File: src/rtl/cpu_types_pkg.sv
// Shared pipeline types: hazard-unit command encoding, register index and the
// latched control bundle with its capture-time sanitisation.
package cpu_types_pkg;

    typedef enum logic [1:0] {
        PIPE_NORMAL  = 2'b00,
        PIPE_STALL   = 2'b01,
        PIPE_FLUSH   = 2'b10,
        PIPE_ILLEGAL = 2'b11
    } pipe_state_t;

    typedef logic [4:0] regbits_t;

    typedef struct packed {
        logic     valid;
        logic     regwen;
        logic     memren;
        logic     memwen;
        logic     halt;
        regbits_t wsel;
    } ex_ctrl_t;

    // Non-writers and $0 publish wsel=0 so the hazard unit can never match them.
    function automatic ex_ctrl_t sanitize_ctrl(input logic valid, input logic regwen,
                                               input logic memren, input logic memwen,
                                               input logic halt, input regbits_t wsel);
        ex_ctrl_t c;
        c.valid  = valid;
        c.regwen = valid & regwen & (wsel != '0);
        c.wsel   = c.regwen ? wsel : '0;
        c.memren = valid & memren;
        c.memwen = valid & memwen;
        c.halt   = valid & halt;
        return c;
    endfunction

endpackage

File: src/rtl/id_ex_latch_if.sv
// Decode/execute latch bundle: hazard command, decoded fields in, registered
// fields and debug counters out.
import cpu_types_pkg::*;

interface id_ex_latch_if #(
    parameter int PAYLOAD_W = 128,
    parameter int CNT_W     = 16
);
    pipe_state_t            de_state;
    logic                   in_valid;
    regbits_t               in_wsel;
    logic                   in_regwen;
    logic                   in_memren;
    logic                   in_memwen;
    logic                   in_halt;
    logic [PAYLOAD_W-1:0]   in_payload;
    logic                   cnt_clr;

    logic                   ex_valid;
    regbits_t               ex_wsel;
    logic                   ex_regwen;
    logic                   ex_memren;
    logic                   ex_memwen;
    logic                   ex_halt;
    logic [PAYLOAD_W-1:0]   ex_payload;
    logic [CNT_W-1:0]       stall_cnt;
    logic [CNT_W-1:0]       flush_cnt;
    logic                   state_err;

    modport master (
        output de_state, in_valid, in_wsel, in_regwen, in_memren, in_memwen,
               in_halt, in_payload, cnt_clr,
        input  ex_valid, ex_wsel, ex_regwen, ex_memren, ex_memwen, ex_halt,
               ex_payload, stall_cnt, flush_cnt, state_err
    );

    modport slave (
        input  de_state, in_valid, in_wsel, in_regwen, in_memren, in_memwen,
               in_halt, in_payload, cnt_clr,
        output ex_valid, ex_wsel, ex_regwen, ex_memren, ex_memwen, ex_halt,
               ex_payload, stall_cnt, flush_cnt, state_err
    );
endinterface

File: src/rtl/sat_counter.sv
// Saturating event counter with synchronous clear that beats increment.
module sat_counter #(
    parameter int W = 16
) (
    input  logic         CLK,
    input  logic         nRST,
    input  logic         inc,
    input  logic         clr,
    output logic [W-1:0] cnt
);
    logic [W-1:0] cnt_d, cnt_q;

    always_comb begin
        cnt_d = cnt_q;
        if (clr)
            cnt_d = '0;
        else if (inc && (cnt_q != '1))
            cnt_d = cnt_q + 1'b1;
    end

    always_ff @(posedge CLK or negedge nRST) begin
        if (!nRST) cnt_q <= '0;
        else       cnt_q <= cnt_d;
    end

    assign cnt = cnt_q;
endmodule

File: src/rtl/id_ex_latch.sv
// Decode/execute pipeline register: advance, hold or squash per hazard command,
// plus stall/flush event counters and a sticky illegal-command flag.
import cpu_types_pkg::*;

module id_ex_latch #(
    parameter int PAYLOAD_W = 128,
    parameter int CNT_W     = 16
) (
    input  logic          CLK,
    input  logic          nRST,
    id_ex_latch_if.slave  bus
);
    ex_ctrl_t             ctrl_d, ctrl_q;
    logic [PAYLOAD_W-1:0] payload_d, payload_q;
    logic                 state_err_d, state_err_q;
    logic                 stall_inc, flush_inc;

    always_comb begin
        ctrl_d      = ctrl_q;
        payload_d   = payload_q;
        state_err_d = state_err_q | (bus.de_state == PIPE_ILLEGAL);
        case (bus.de_state)
            PIPE_NORMAL: begin
                ctrl_d    = sanitize_ctrl(bus.in_valid, bus.in_regwen, bus.in_memren,
                                          bus.in_memwen, bus.in_halt, bus.in_wsel);
                payload_d = bus.in_payload;
            end
            PIPE_FLUSH: begin
                ctrl_d    = '0;
                payload_d = '0;
            end
            default: ; // STALL and the illegal code both hold
        endcase
    end

    always_ff @(posedge CLK or negedge nRST) begin
        if (!nRST) begin
            ctrl_q      <= '0;
            payload_q   <= '0;
            state_err_q <= 1'b0;
        end else begin
            ctrl_q      <= ctrl_d;
            payload_q   <= payload_d;
            state_err_q <= state_err_d;
        end
    end

    // Re-flushing a bubble is not a squashed instruction.
    assign stall_inc = (bus.de_state == PIPE_STALL);
    assign flush_inc = (bus.de_state == PIPE_FLUSH) & ctrl_q.valid;

    sat_counter #(.W(CNT_W)) u_stall_cnt (
        .CLK(CLK), .nRST(nRST), .inc(stall_inc), .clr(bus.cnt_clr), .cnt(bus.stall_cnt)
    );

    sat_counter #(.W(CNT_W)) u_flush_cnt (
        .CLK(CLK), .nRST(nRST), .inc(flush_inc), .clr(bus.cnt_clr), .cnt(bus.flush_cnt)
    );

    assign bus.ex_valid   = ctrl_q.valid;
    assign bus.ex_wsel    = ctrl_q.wsel;
    assign bus.ex_regwen  = ctrl_q.regwen;
    assign bus.ex_memren  = ctrl_q.memren;
    assign bus.ex_memwen  = ctrl_q.memwen;
    assign bus.ex_halt    = ctrl_q.halt;
    assign bus.ex_payload = payload_q;
    assign bus.state_err  = state_err_q;
endmodule

File: src/flat_wrapper.sv
// flat-port wrapper written by rule: the top's interface ports become plain ports
module id_ex_latch_flat 
#(
    parameter int PAYLOAD_W = 128,
    parameter int CNT_W     = 16
)
  (CLK, nRST, bus_de_state, bus_in_valid, bus_in_wsel, bus_in_regwen, bus_in_memren, bus_in_memwen, bus_in_halt, bus_in_payload, bus_cnt_clr, bus_ex_valid, bus_ex_wsel, bus_ex_regwen, bus_ex_memren, bus_ex_memwen, bus_ex_halt, bus_ex_payload, bus_stall_cnt, bus_flush_cnt, bus_state_err);
  id_ex_latch_if #(.PAYLOAD_W(PAYLOAD_W), .CNT_W(CNT_W)) bus_i ();
  input  logic CLK;
  input  logic nRST;
  input wire logic [$bits(bus_i.de_state)-1:0] bus_de_state;
  input wire logic [$bits(bus_i.in_valid)-1:0] bus_in_valid;
  input wire logic [$bits(bus_i.in_wsel)-1:0] bus_in_wsel;
  input wire logic [$bits(bus_i.in_regwen)-1:0] bus_in_regwen;
  input wire logic [$bits(bus_i.in_memren)-1:0] bus_in_memren;
  input wire logic [$bits(bus_i.in_memwen)-1:0] bus_in_memwen;
  input wire logic [$bits(bus_i.in_halt)-1:0] bus_in_halt;
  input wire logic [$bits(bus_i.in_payload)-1:0] bus_in_payload;
  input wire logic [$bits(bus_i.cnt_clr)-1:0] bus_cnt_clr;
  output wire logic [$bits(bus_i.ex_valid)-1:0] bus_ex_valid;
  output wire logic [$bits(bus_i.ex_wsel)-1:0] bus_ex_wsel;
  output wire logic [$bits(bus_i.ex_regwen)-1:0] bus_ex_regwen;
  output wire logic [$bits(bus_i.ex_memren)-1:0] bus_ex_memren;
  output wire logic [$bits(bus_i.ex_memwen)-1:0] bus_ex_memwen;
  output wire logic [$bits(bus_i.ex_halt)-1:0] bus_ex_halt;
  output wire logic [$bits(bus_i.ex_payload)-1:0] bus_ex_payload;
  output wire logic [$bits(bus_i.stall_cnt)-1:0] bus_stall_cnt;
  output wire logic [$bits(bus_i.flush_cnt)-1:0] bus_flush_cnt;
  output wire logic [$bits(bus_i.state_err)-1:0] bus_state_err;
  assign bus_i.de_state = bus_de_state;
  assign bus_i.in_valid = bus_in_valid;
  assign bus_i.in_wsel = bus_in_wsel;
  assign bus_i.in_regwen = bus_in_regwen;
  assign bus_i.in_memren = bus_in_memren;
  assign bus_i.in_memwen = bus_in_memwen;
  assign bus_i.in_halt = bus_in_halt;
  assign bus_i.in_payload = bus_in_payload;
  assign bus_i.cnt_clr = bus_cnt_clr;
  assign bus_ex_valid = bus_i.ex_valid;
  assign bus_ex_wsel = bus_i.ex_wsel;
  assign bus_ex_regwen = bus_i.ex_regwen;
  assign bus_ex_memren = bus_i.ex_memren;
  assign bus_ex_memwen = bus_i.ex_memwen;
  assign bus_ex_halt = bus_i.ex_halt;
  assign bus_ex_payload = bus_i.ex_payload;
  assign bus_stall_cnt = bus_i.stall_cnt;
  assign bus_flush_cnt = bus_i.flush_cnt;
  assign bus_state_err = bus_i.state_err;
  id_ex_latch #(.PAYLOAD_W(PAYLOAD_W), .CNT_W(CNT_W)) u_core (.CLK(CLK), .nRST(nRST), .bus(bus_i));
endmodule
File: config.mk
export PLATFORM = sky130hd
export DESIGN_NAME = id_ex_latch_flat
export DESIGN_NICKNAME = d
export VERILOG_FILES = /design/src/rtl/cpu_types_pkg.sv /design/src/rtl/id_ex_latch_if.sv /design/src/rtl/sat_counter.sv /design/src/rtl/id_ex_latch.sv /design/src/flat_wrapper.sv
export SDC_FILE = /design/constraint.sdc
export NUM_CORES = 1
export LEC_CHECK = 0
export ABC_CLOCK_PERIOD_IN_PS = 1700
export BUFFER_PORTS_ARGS = -buffer_cell sky130_fd_sc_hd__buf_2
export CELL_PAD_IN_SITES_DETAIL_PLACEMENT = 1
export CELL_PAD_IN_SITES_GLOBAL_PLACEMENT = 1
export CORE_AREA = 5 5 150 152
export DETAILED_ROUTE_END_ITERATION = 6
export DIE_AREA = 0 0 155 157
export HOLD_SLACK_MARGIN = 0.1
export PLACE_DENSITY_LB_ADDON = 0.1
export SYNTH_ARGS = -nofsm -noshare
export SYNTH_HDL_FRONTEND = slang
export SYNTH_SLANG_ARGS = --single-unit
File: constraint.sdc
create_clock -name CLK -period 1.7 [get_ports CLK]
set_clock_uncertainty 0.15 [all_clocks]
set_input_delay 0.255 -clock CLK [delete_from_list [all_inputs] [get_ports CLK]]
set_output_delay 0.255 -clock CLK [all_outputs]
set_load 0.01 [all_outputs]
==> reports/metrics.csv, run 1 <==
stage,metric,value,unit
run_status,outcome,finished with violations,
run_status,violated_checks,negative setup slack,
power,ir_drop,0.487,mV
placed_design,detailedPlace.worstSlack,-0.0744,ns
sta,final_hold_viol_count,0,
min_path,worstHoldPathCells,2,
layout,finish.cell_count_without_fillers,1283,
route,route.final.wire_length,25.0,mm
global_routing,grt.overflow.total,0,
route,route.detailed.drc,0,
worst_setup_path,r2r-start,u_core.u_stall_cnt.cnt[0]$_DFFE_PN0P_,
route,routed-via-count,6224,
global_routing,antenna_violations_before_repair,0,
synth,synthCells,499,
power,cellInternalPower,7070,µW
floorplan,die_height,157,µm
sta,setup_viol,4,
worst_setup_path,critical_path_class,register to register,
clock_network,clk_pin_slew_worst_paths,0.07,ns
worst_setup_path,crit_required,1.89,ns
floorplan,top_level_ports,314,
sta,worst_hold_slack_across_all_endpoints,0.0164,ns
route,via_density_per_instance,4.85,
placed_design,final_hpwl_dp,16.8,mm
power,clkPwrFrac,0.395,
worst_setup_path,reg2reg_depth,6,
layout,design.final.nets,1139,
worst_setup_path,critical_path.startpoint_type,register,
global_routing,vias_in_the_first_global_route,7198,
sta,drv_slew,0,
layout,multiInputGateArea,2240,µm²
clock_network,cts_inserted_buffers,17,
worst_setup_path,critical_path.top_delay_family,simple AND/OR/NAND/NOR gates,
worst_setup_path,cp.buffers_inverters,1,
layout,layout-drive-gt1-share,0.422,
synth,synthesis.area_per_instance,13.2,µm²
global_routing,grtUsageTotal,0.204,
sta,timing_worst_slew_pin_value,0.733,ns
layout,syn_to_final_growth,66.5,%
worst_setup_path,critical_path.endpoint_type,register,
synth,synth_ff_type,dfrtp_1,
floorplan,fp.dieArea,24300,µm²
sta,post-route-period-util,1.02,
clock_network,tritoncts,done,
sta,final.min_clock_period,1.74,ns
placed_design,cell_count_after_placement,1106,
min_path,worstHoldStart,bus_cnt_clr,
route,drt-initial-drc-count,190,
clock_network,clk_root_buffer_cell,clkbuf_16,
route,detailedRoute.firstPassIterationCount,4,
synth,syn-num-nets,644,
placed_design,gpl.final_weighted_congestion,0.814,
layout,layout_fillers,2292,
clock_network,cts.sink_count,171,
min_path,holdPathEnd,u_core.u_stall_cnt.cnt[5]$_DFFE_PN0P_,
layout,regArea,4280,µm²
synth,ys_async_sr_fraction,1.00,
floorplan,initial_util,0.315,
run,max_cap_violations,0,
worst_setup_path,r2r_end,u_core.u_stall_cnt.cnt[15]$_DFFE_PN0P_,
worst_setup_path,critical_path_arrival,1.93,ns
global_routing,pin_count_of_the_biggest_net_entering_global_routing,69,
floorplan,dieWidth,155,µm
power,power.density_cell_area,889,nW/µm²
power,power_frac_comb,0.146,
worst_setup_path,critPathMaxStageDelay,0.37,ns
clock_network,htree_num_levels,4,
worst_setup_path,r2r_setup_slack,-0.04,ns
clock_network,cts-root-to-sink-buffers,2,
layout,design_area,11000,µm²
min_path,worst_hold_path_class,input port to register,
power,seq_power_share,0.459,
worst_setup_path,path_max_fanout,5,
route,postRouteAntennaNets,0,
floorplan,floorplan.core_area,20900,µm²
global_routing,grt_first_pass_wirelength,39.3,mm
placed_design,placedInstanceArea,8880,µm²
synth,postSynthRegisterBits,171,
sta,grt_setup_unrepaired,yes,
sta,setup_slack,-0.0366,ns
synth,synth.cell_area,6590,µm²
power,power_switching,2680,µW
sta,maxClockFrequency,576,MHz
sta,timing.slew.headroom,0.511,
placed_design,port_buffers,313,
synth,yosysUniqueCellTypes,43,
clock_network,cts_hold_buffers,140,
clock_network,clkLatencyLatePin,0.42,ns
power,cellLeakagePower,0.00573,µW
floorplan,core.rowCount,53,
worst_setup_path,critical_path.cell_chain,"buf_4, nand2_1, nor3_1, o21ai_1, or3_1, a21oi_1",
synth,synth-seq-area-share,0.650,
layout,postLayoutCoreUtil,0.525,
synth,synth_enable_flop_cells,0,
synth,synth.yosys.warnings,0,
worst_setup_path,crit_path_top_delay_cell,or3_1,
route,route.detailed.wl_per_inst,19.5,µm
power,switching_share,0.275,
cells in the mapped netlist (all sizes together) (3+ instances only):
cell    instances  area, µm²
dfrtp         171       4280
a22o          133       1160
nor2           31        116
clkbuf         30        113
nand2          18       67.6
xor2           18        158
nand4          11       90.1
nand3          10       50.1
o21ai          10       53.8
a21oi           5       28.8
buf             5       21.3
o211ai          5       37.5
xnor2           5       43.8
a211oi          4       30.0
nor2b           4       25.0
nor3            4       20.0
and2            3       18.8
and3            3       18.8
and4            3       26.3
inv             3       11.3
mux2i           3       30.0
nor4            3       40.0
cells by family after synthesis:
logic type | synth area share
and+or+nand+nor | 0.0844
xor gates and xnor gates | 0.0306
AOI/OAI and AO/OA | 0.203
adders and majority gates | 0.00380
muxes | 0.00627
buffers and inverters | 0.0220
DFF | 0.650
power groups by stage:
stage	clock network (µW)	logic, µW	registers, µW
CTS	3980	1430	4470
global placement	0	1140	4530
detailed placement	0	1170	4530
global route	4130	1550	4500
finish	3850	1430	4470
floorplan	0	336	4650
timing repair:
action,4_1_cts,5_1_grt
pin swaps,2,9
setup endpoints to repair,8,27
endpoints found under the hold margin,318,9
buffers inserted,0,4
resized for setup,3,15
layout make-up:
| class | count | share of cell area |
|---|---|---|
| clock inverters | 13 | 0.0127 |
| well taps | 275 | 0.0314 |
| diodes | 1 | 0.000228 |
| inverters | 3 | 0.00103 |
| clock buffers | 19 | 0.0404 |
| multi-input cells | 290 | 0.204 |
| flip-flops and latches | 171 | 0.391 |
| repair buffers | 511 | 0.320 |
stage by stage:
stage | power (µW) | TNS, ns
4_1_cts | 9870 | -0.119
3_5_place_dp | 5710 | -2.58
2_1_floorplan | 4980 | -0.00250
3_3_place_gp | 5670 | -0.224
5_1_grt | 10200 | -0.999
6_report | 9750 | -0.0602
flip-flops by register name (all words and copies together) (netlist names):
signal,flops
u_core.bus.ex_halt,1
u_core.bus.ex_memren,1
u_core.bus.ex_memwen,1
u_core.bus.ex_payload,128
u_core.bus.ex_regwen,1
u_core.bus.ex_valid,1
u_core.bus.ex_wsel,5
u_core.bus.state_err,1
u_core.u_flush_cnt.cnt,16
u_core.u_stall_cnt.cnt,16
worst max-delay path by stage:
| stage | start | end | slack (ns) | depth (start not counted) |
|---|---|---|---|---|
| finish | u_core.u_stall_cnt.cnt[0]$_DFFE_PN0P_ | u_core.u_stall_cnt.cnt[15]$_DFFE_PN0P_ | -0.04 | 6 |
| global route | u_core.u_stall_cnt.cnt[6]$_DFFE_PN0P_ | u_core.u_stall_cnt.cnt[11]$_DFFE_PN0P_ | -0.16 | 7 |
| CTS | u_core.u_stall_cnt.cnt[8]$_DFFE_PN0P_ | u_core.u_stall_cnt.cnt[11]$_DFFE_PN0P_ | -0.04 | 6 |
| detailed placement | bus_de_state[0] | u_core.bus.ex_payload[8]$_DFFE_PN0P_ | -0.07 | 4 |
| global placement | bus_de_state[0] | u_core.bus.ex_payload[0]$_DFFE_PN0P_ | -0.01 | 4 |
| floorplan | u_core.u_stall_cnt.cnt[0]$_DFFE_PN0P_ | u_core.u_stall_cnt.cnt[15]$_DFFE_PN0P_ | -0.003 | 5 |
routing by layer:
layer	global-route usage	routed length, µm
met1	0.241	9990
met5	0	0
met3	0.0577	1480
met4	0.0706	694
met2	0.356	12800
placed cells by master, fill, tap and decap left out, drive strengths merged:
cell type / n
mux2i: 3
nor2b: 4
and3: 3
nand4: 11
o211ai: 5
or2: 1
dfrtp: 171
inv: 12
clkbuf: 19
nand2: 18
nand4b: 1
dlygate4sd3: 140
mux2: 1
nand3b: 1
o21ai: 10
a211o: 1
a211oi: 4
or4: 2
a21oi: 5
a21o: 1
diode: 1
a31oi: 1
ha: 2
xnor2: 5
clkinv: 4
nand4bb: 1
nand2b: 2
nor3: 4
and4: 3
or3: 2
nor2: 31
xor2: 18
nor4: 3
a22o: 133
buf: 371
nand3: 10
and3b: 1
and2: 3
Power figures use the tool's default switching activity.
==> run 2: changes to the inputs <==
--- a/config.mk
+++ b/config.mk
@@ -9,11 +9,14 @@
 export BUFFER_PORTS_ARGS = -buffer_cell sky130_fd_sc_hd__buf_2
 export CELL_PAD_IN_SITES_DETAIL_PLACEMENT = 1
 export CELL_PAD_IN_SITES_GLOBAL_PLACEMENT = 1
-export CORE_AREA = 5 5 150 152
+export CORE_AREA = 5 5 153 155
+export CTS_CLUSTER_SIZE = 12
 export DETAILED_ROUTE_END_ITERATION = 6
-export DIE_AREA = 0 0 155 157
+export DIE_AREA = 0 0 158 160
 export HOLD_SLACK_MARGIN = 0.1
 export PLACE_DENSITY_LB_ADDON = 0.1
+export SKIP_LAST_GASP = 1
 export SYNTH_ARGS = -nofsm -noshare
 export SYNTH_HDL_FRONTEND = slang
+export SYNTH_HIERARCHICAL = 1
 export SYNTH_SLANG_ARGS = --single-unit
==> reports/metrics.csv, run 2 <==
stage,metric,value,unit,change
layout,largest_reg_flops,128,,unchanged
sta,post-route-period-util,1.11,,+0.0900
route,detail_route.wirelength.met1,10.4,mm,+4.5%
floorplan,fp.dieArea,25300,µm²,+3.9%
power,ir_drop,0.551,mV,+13%
worst_setup_path,crit_required,1.90,ns,about the same
layout,syn_to_final_growth,73.5,%,
route,routed-via-count,6768,,+8.7%
global_routing,grtUsageTotal,0.215,,+0.0110
global_routing,grt.overflow.total,0,,unchanged
placed_design,final_hpwl_dp,18.4,mm,+9.3%
worst_setup_path,crit_path_top_delay_cell,or4_4,,
clock_network,cts_inserted_buffers,17,,unchanged
worst_setup_path,critPathMaxStageDelay,0.54,ns,+0.17 ns
synth,synth.most_common_cell,dfrtp_1,,
global_routing,pin_count_of_the_biggest_net_entering_global_routing,111,,+61%
synth,syn-num-nets,664,,+3.1%
run,max_cap_violations,0,,unchanged
global_routing,vias_in_the_first_global_route,7662,,+6.4%
power,seq_power_share,0.430,,-0.029
power,power_switching,2620,µW,-2.0%
clock_network,clk_pin_slew_worst_paths,0.07,ns,about the same
synth,synth.yosys.warnings,6,,+6
clock_network,tritoncts,done,,
floorplan,die_height,160,µm,+1.9%
floorplan,dieWidth,158,µm,+1.9%
power,clkPwrFrac,0.427,,+0.032
power,switching_share,0.252,,-0.0223
synth,synthTopCellsByCount,"dfrtp_1 (171), a22o_1 (133), a21oi_1 (22)",,
clock_network,clkLatencyLatePin,0.43,ns,about the same
worst_setup_path,critical_path.endpoint_type,register,,
placed_design,port_buffers,313,,unchanged
route,dr.max_layer_used,met4,,
route,drt-initial-drc-count,260,,+37%
layout,multiInputGateArea,2700,µm²,+21%
placed_design,gpl.final_weighted_congestion,0.771,,-5.3%
route,detailedRoute.firstPassIterationCount,4,,unchanged
worst_setup_path,critical_path_class,register to register,,
layout,finish.cell_count_without_fillers,1354,,+5.5%
power,power.density_cell_area,870,nW/µm²,-2.2%
route,via_density_per_instance,5.00,,+3.0%
synth,synth_enable_flop_cells,0,,unchanged
layout,most-common-layout-cells,"buf_2 (312), dfrtp_1 (167), dlygate4sd3_1 (143), a22o_1 (133), buf_4 (85)",,
floorplan,floorplan.core_area,21700,µm²,+3.8%
layout,design_area,12000,µm²,+9.0%
sta,final.min_clock_period,1.89,ns,+0.153 ns
sta,timing.slew.headroom,0.655,,+0.144
power,report.power.total,10400,µW,+6.6%
layout,mostFrequentLayoutCell,buf_2,,
clock_network,htree_num_levels,4,,unchanged
sta,drv_slew,0,,unchanged
worst_setup_path,critical_path.startpoint_type,register,,
route,postRouteAntennaNets,0,,unchanged
synth,synthDominantAreaCellType,dfrtp_1,,
route,route.final.wire_length,27.6,mm,+10%
synth,synth-seq-area-share,0.621,,-0.0288
layout,regArea,4280,µm²,about the same
power,cellInternalPower,7770,µW,+9.9%
run_status,violated_checks,negative setup slack,,
synth,postSynthRegisterBits,171,,unchanged
placed_design,placedInstanceArea,9280,µm²,+4.5%
min_path,worst_hold_path_class,input port to asynchronous set/reset pin,,
synth,synthCells,519,,+4.0%
synth,synth_ff_type,dfrtp_1,,
layout,layout-drive-gt1-share,0.492,,+0.0700
sta,grt_setup_unrepaired,yes,,
power,cellLeakagePower,0.00603,µW,+5.3%
global_routing,antenna_violations_before_repair,3,,+3
clock_network,cts.sink_count,171,,unchanged
worst_setup_path,cp.buffers_inverters,1,,unchanged
floorplan,initial_util,0.318,,+0.00246
synth,ys_async_sr_fraction,1.00,,unchanged
clock_network,clk_root_buffer_cell,clkbuf_16,,
sta,final_hold_viol_count,0,,unchanged
synth,synthesis.area_per_instance,13.3,µm²,+0.60%
power,power_frac_comb,0.143,,-0.003
worst_setup_path,critical_path.top_delay_family,simple AND/OR/NAND/NOR gates,,
placed_design,cell_count_after_placement,1152,,+4.2%
route,route.detailed.wl_per_inst,20.4,µm,+4.6%
sta,maxClockFrequency,529,MHz,-8.1%
global_routing,grt_first_pass_wirelength,42.7,mm,+8.5%
synth,synthDominantCellAreaShare,0.621,,-0.0288
layout,design.final.nets,1204,,+5.7%
clock_network,cts-root-to-sink-buffers,2,,unchanged
worst_setup_path,critical_path.cell_chain,"ha_2, buf_6, and4_4, o211ai_4, or4_4, a21oi_2",,
synth,yosysUniqueCellTypes,39,,-9.3%
route,route.detailed.drc,0,,unchanged
sta,timing_worst_slew_pin_value,0.518,ns,-0.216 ns
floorplan,core.rowCount,54,,+1.9%
layout,layout_fillers,2317,,+1.1%
floorplan,top_level_ports,314,,unchanged
sta,setup_slack,-0.190,ns,-0.153 ns
route,detailroute.wirelength.met3,1.84,mm,+24%
run_status,outcome,finished with violations,,
route,wl_met2,14.6,mm,+13%
sta,setup_viol,29,,+25
worst_setup_path,critical_path_arrival,2.09,ns,+0.16 ns
worst_setup_path,path_max_fanout,3,,-2
placed_design,detailedPlace.worstSlack,-0.246,ns,-0.171 ns
synth,netlist_top_cells_area,"dfrtp_1 (62%), a22o_1 (17%), buf_6 (2.5%)",,
synth,synth.cell_area,6890,µm²,+4.6%
run 2: worst paths after layout:
kind	start	end	slack (ns)	cells past startpoint
max	u_core/u_stall_cnt/cnt[0]$_DFFE_PN0P_	u_core/u_stall_cnt/cnt[12]$_DFFE_PN0P_	-0.19	6
min	nRST	u_core/u_stall_cnt/cnt[10]$_DFFE_PN0P_	0.11	2
max reg2reg	u_core/u_stall_cnt/cnt[0]$_DFFE_PN0P_	u_core/u_stall_cnt/cnt[12]$_DFFE_PN0P_	-0.19	6
min reg2reg	u_core/bus.state_err$_DFF_PN0_	u_core/bus.state_err$_DFF_PN0_	0.30	1
max in group asynchronous	nRST	u_core/u_flush_cnt/cnt[0]$_DFFE_PN0P_	0.68	3
min in group CLK	bus_cnt_clr	u_core/u_flush_cnt/cnt[5]$_DFFE_PN0P_	0.15	2
run 2: layout make-up:
type / count / share of cell area
antenna: 3 / 0.000628
clock buffer: 18 / 0.0367
clock inverter: 13 / 0.0188
inverter: 6 / 0.00209
multi-input combinational: 302 / 0.225
sequential: 171 / 0.358
tap: 280 / 0.0293
timing repair buffer: 561 / 0.329
run 2: routing by layer:
| metal | track usage | up-vias |
|---|---|---|
| met4 | 0.0768 | 0 |
| met3 | 0.0620 | 51 |
| met2 | 0.378 | 218 |
| met1 | 0.247 | 3411 |
| li1 | - | 3088 |
| met5 | 0 | - |
run 2: logic make-up (layout without fill, tap and decap cells):
kind of cell / count (synthesis) / after routing / share of synthesized area
AO/OA/AOI/OAI: 188 / 188 / 0.220
flip-flops: 171 / 171 / 0.621
AND/OR/NAND/NOR: 104 / 104 / 0.0977
buffers and inverters: 46 / 598 / 0.0449
multiplexers: 8 / 8 / 0.0131
adder cells (fa/ha/maj): 2 / 2 / 0.00363
other: 0 / 3 / 0
run 2: timing repair:
action / in CTS / in global routing
gates resized for setup: 50 / 37
cloned: 1 / 0
setup endpoints to repair: 32 / 33
setup buffers: 17 / 9
endpoints found under the hold margin: 310 / 0
hold buffers: 143 / 0
pin swaps: 38 / 22
run 2: power by group through the flow:
stage | sequential, µW | clock [µW] | combinational, µW
after floorplan | 4650 | 0 | 391
after global placement | 4520 | 0 | 1170
after detailed placement | 4530 | 0 | 1210
after CTS | 4460 | 4550 | 1480
after global routing | 4500 | 4710 | 1600
final | 4470 | 4440 | 1490
run 2: stage by stage:
step                hold slack, ns  TNS [ns]   util
floorplan                   -0.191     -1.87      -
global placement            0.0136     -2.76  0.428
detailed placement          0.0151     -4.01  0.428
CTS                          0.121     -2.83  0.540
global route                 0.125     -4.80  0.551
finish                       0.110     -2.47  0.551
==> run 3: changes to the inputs <==
--- a/config.mk
+++ b/config.mk
@@ -20,3 +20,4 @@
 export SYNTH_HDL_FRONTEND = slang
 export SYNTH_HIERARCHICAL = 1
 export SYNTH_SLANG_ARGS = --single-unit
+export TNS_END_PERCENT = 20
==> reports/metrics.csv, run 3 (synthesis results as in run 2) <==
stage,metric,value,unit,change
clock_network,cts.sink_count,171,,unchanged
worst_setup_path,critical_path.top_delay_family,simple AND/OR/NAND/NOR gates,,
worst_setup_path,path_max_fanout,4,,+1
sta,setup_viol,31,,+6.9%
run_status,outcome,finished with violations,,
sta,final.min_clock_period,1.91,ns,+0.0229 ns
power,ir_drop,0.546,mV,-0.79%
placed_design,port_buffers,313,,unchanged
placed_design,gpl.final_weighted_congestion,0.796,,+3.2%
route,route.final.wire_length,27.9,mm,+1.1%
clock_network,tritoncts,done,,
sta,drv_slew,0,,unchanged
layout,layout_fillers,2330,,+0.56%
floorplan,die_height,160,µm,unchanged
worst_setup_path,crit_required,1.89,ns,about the same
worst_setup_path,critical_path_class,register to register,,
global_routing,pin_count_of_the_biggest_net_entering_global_routing,136,,+23%
route,postRouteAntennaNets,0,,unchanged
worst_setup_path,critical_path.startpoint_type,register,,
layout,regArea,4280,µm²,about the same
run_status,violated_checks,negative setup slack,,
sta,timing_worst_slew_pin_value,0.640,ns,+0.122 ns
worst_setup_path,critical_path.endpoint_type,register,,
power,cellLeakagePower,0.00605,µW,+0.35%
sta,timing.slew.headroom,0.574,,-0.0813
power,power.density_cell_area,847,nW/µm²,-2.6%
global_routing,grt_first_pass_wirelength,44.1,mm,+3.2%
sta,maxClockFrequency,523,MHz,-1.2%
floorplan,core.rowCount,54,,unchanged
layout,postLayoutCoreUtil,0.546,,-0.00542
worst_setup_path,cp.buffers_inverters,2,,+1
floorplan,fp.dieArea,25300,µm²,unchanged
route,route.detailed.drc,0,,unchanged
route,via_density_per_instance,4.98,,-0.40%
floorplan,initial_util,0.318,,unchanged
min_path,worst_hold_path_class,input port to register,,
clock_network,clk_root_buffer_cell,clkbuf_16,,
route,detailedRoute.firstPassIterationCount,4,,unchanged
clock_network,clk_pin_slew_worst_paths,0.07,ns,about the same
sta,timing.setup.tns,-2.67,ns,-0.203 ns
floorplan,top_level_ports,314,,unchanged
global_routing,grtUsageTotal,0.221,,+0.00628
worst_setup_path,critical_path.cell_chain,"buf_6, and3_4, nand4_1, buf_4, or4_1, a21oi_1",,
worst_setup_path,critical_path_arrival,2.11,ns,+0.02 ns
run,max_cap_violations,0,,unchanged
layout,largest_reg_flops,128,,unchanged
floorplan,floorplan.core_area,21700,µm²,unchanged
global_routing,grt.overflow.total,0,,unchanged
sta,post-route-period-util,1.12,,+0.0135
layout,syn_to_final_growth,71.8,%,
route,route.detailed.wl_per_inst,20.4,µm,+0.32%
route,drt-initial-drc-count,237,,-8.8%
route,routed-via-count,6796,,+0.41%
sta,final_hold_viol_count,0,,unchanged
layout,design.final.nets,1215,,+0.91%
placed_design,detailedPlace.worstSlack,-0.283,ns,-0.0372 ns
floorplan,dieWidth,158,µm,unchanged
clock_network,clkLatencyLatePin,0.42,ns,about the same
clock_network,cts-root-to-sink-buffers,2,,unchanged
worst_setup_path,critPathMaxStageDelay,0.46,ns,-0.08 ns
sta,grt_setup_unrepaired,yes,,
layout,most-common-layout-cells,"buf_2 (311), dfrtp_1 (169), dlygate4sd3_1 (145), a22o_1 (133), buf_4 (96)",,
placed_design,final_hpwl_dp,18.6,mm,+0.85%
sta,worst_hold_slack_across_all_endpoints,0.122,ns,+0.0121 ns
worst_setup_path,crit_path_top_delay_cell,or4_1,,
layout,multiInputGateArea,2530,µm²,-5.9%
clock_network,htree_num_levels,4,,unchanged
layout,layout-drive-gt1-share,0.471,,-0.0211
global_routing,vias_in_the_first_global_route,7889,,+3.0%
clock_network,cts_inserted_buffers,17,,unchanged
global_routing,antenna_violations_before_repair,2,,-1
layout,mostFrequentLayoutCell,buf_2,,
sta,setup_slack,-0.212,ns,-0.0229 ns
## run 3: cell count changes in the layout (fill, tap and decap cells not counted), sizes merged
cell         change
diode            -1
buf              +9
bufinv           -3
inv              +1
clkinvlp         +3
dlygate4sd3      +2
## run 3: path summary, 6_finish.rpt
kind / startpoint / to / slack (ns) / depth (start not counted)
setup / recovery: u_core/u_flush_cnt/cnt[10]$_DFFE_PN0P_ / u_core/u_flush_cnt/cnt[14]$_DFFE_PN0P_ / -0.21 / 6
setup reg to reg: u_core/u_flush_cnt/cnt[10]$_DFFE_PN0P_ / u_core/u_flush_cnt/cnt[14]$_DFFE_PN0P_ / -0.21 / 6
hold / removal: bus_de_state[0] / u_core/bus.ex_wsel[2]$_DFFE_PN0P_ / 0.12 / 3
min in group asynchronous: nRST / u_core/u_stall_cnt/cnt[10]$_DFFE_PN0P_ / 0.18 / 2
hold reg to reg: u_core/bus.ex_wsel[2]$_DFFE_PN0P_ / u_core/bus.ex_wsel[2]$_DFFE_PN0P_ / 0.35 / 1
max in group asynchronous: nRST / u_core/u_flush_cnt/cnt[12]$_DFFE_PN0P_ / 0.65 / 3
## run 3: per-layer routing
| metal | GRT usage | wire length [µm] |
|---|---|---|
| met1 | 0.261 | 10700 |
| met2 | 0.379 | 14500 |
| met3 | 0.0622 | 1850 |
| met4 | 0.0849 | 903 |
| met5 | 0 | 0 |
## run 3: layout make-up
type,count,area share
antenna,2,0.000423
clock inverter,14,0.0145
multi-input combinational,302,0.214
tap,280,0.0296
inverter,6,0.00190
sequential,171,0.362
clock buffer,18,0.0371
timing repair buffer,572,0.341
## run 3: where the power goes
part           total, µW  switching, µW  internal [µW]  leakage, µW
Combinational       1500            717            778      0.00351
Sequential          4470            155           4320      0.00225
Clock               4060           1790           2270     0.000292
Total              10000           2660           7360      0.00605
## run 3: metrics by stage
stage	total power [µW]	std cells	instance area [µm²]
after floorplan	5040	519	6960
after global placement	5710	1169	9410
after detailed placement	5750	1169	9410
after CTS	10100	1360	11700
after global routing	10500	1365	11800
final	10000	1365	11800
## run 3: timing repair
action                                  CTS  global route
buffers inserted                         13             3
cloned                                    1             0
hold endpoints to repair                310             0
pin swaps                                19            10
hold buffers                            145             0
gates resized for setup                  31            20
endpoints found under the setup margin   31            39
## run 3: tightest hold or removal path, cell delays in order
cell    delay, ns
buf_4        0.10
buf_4        0.16
a22o_1       0.14
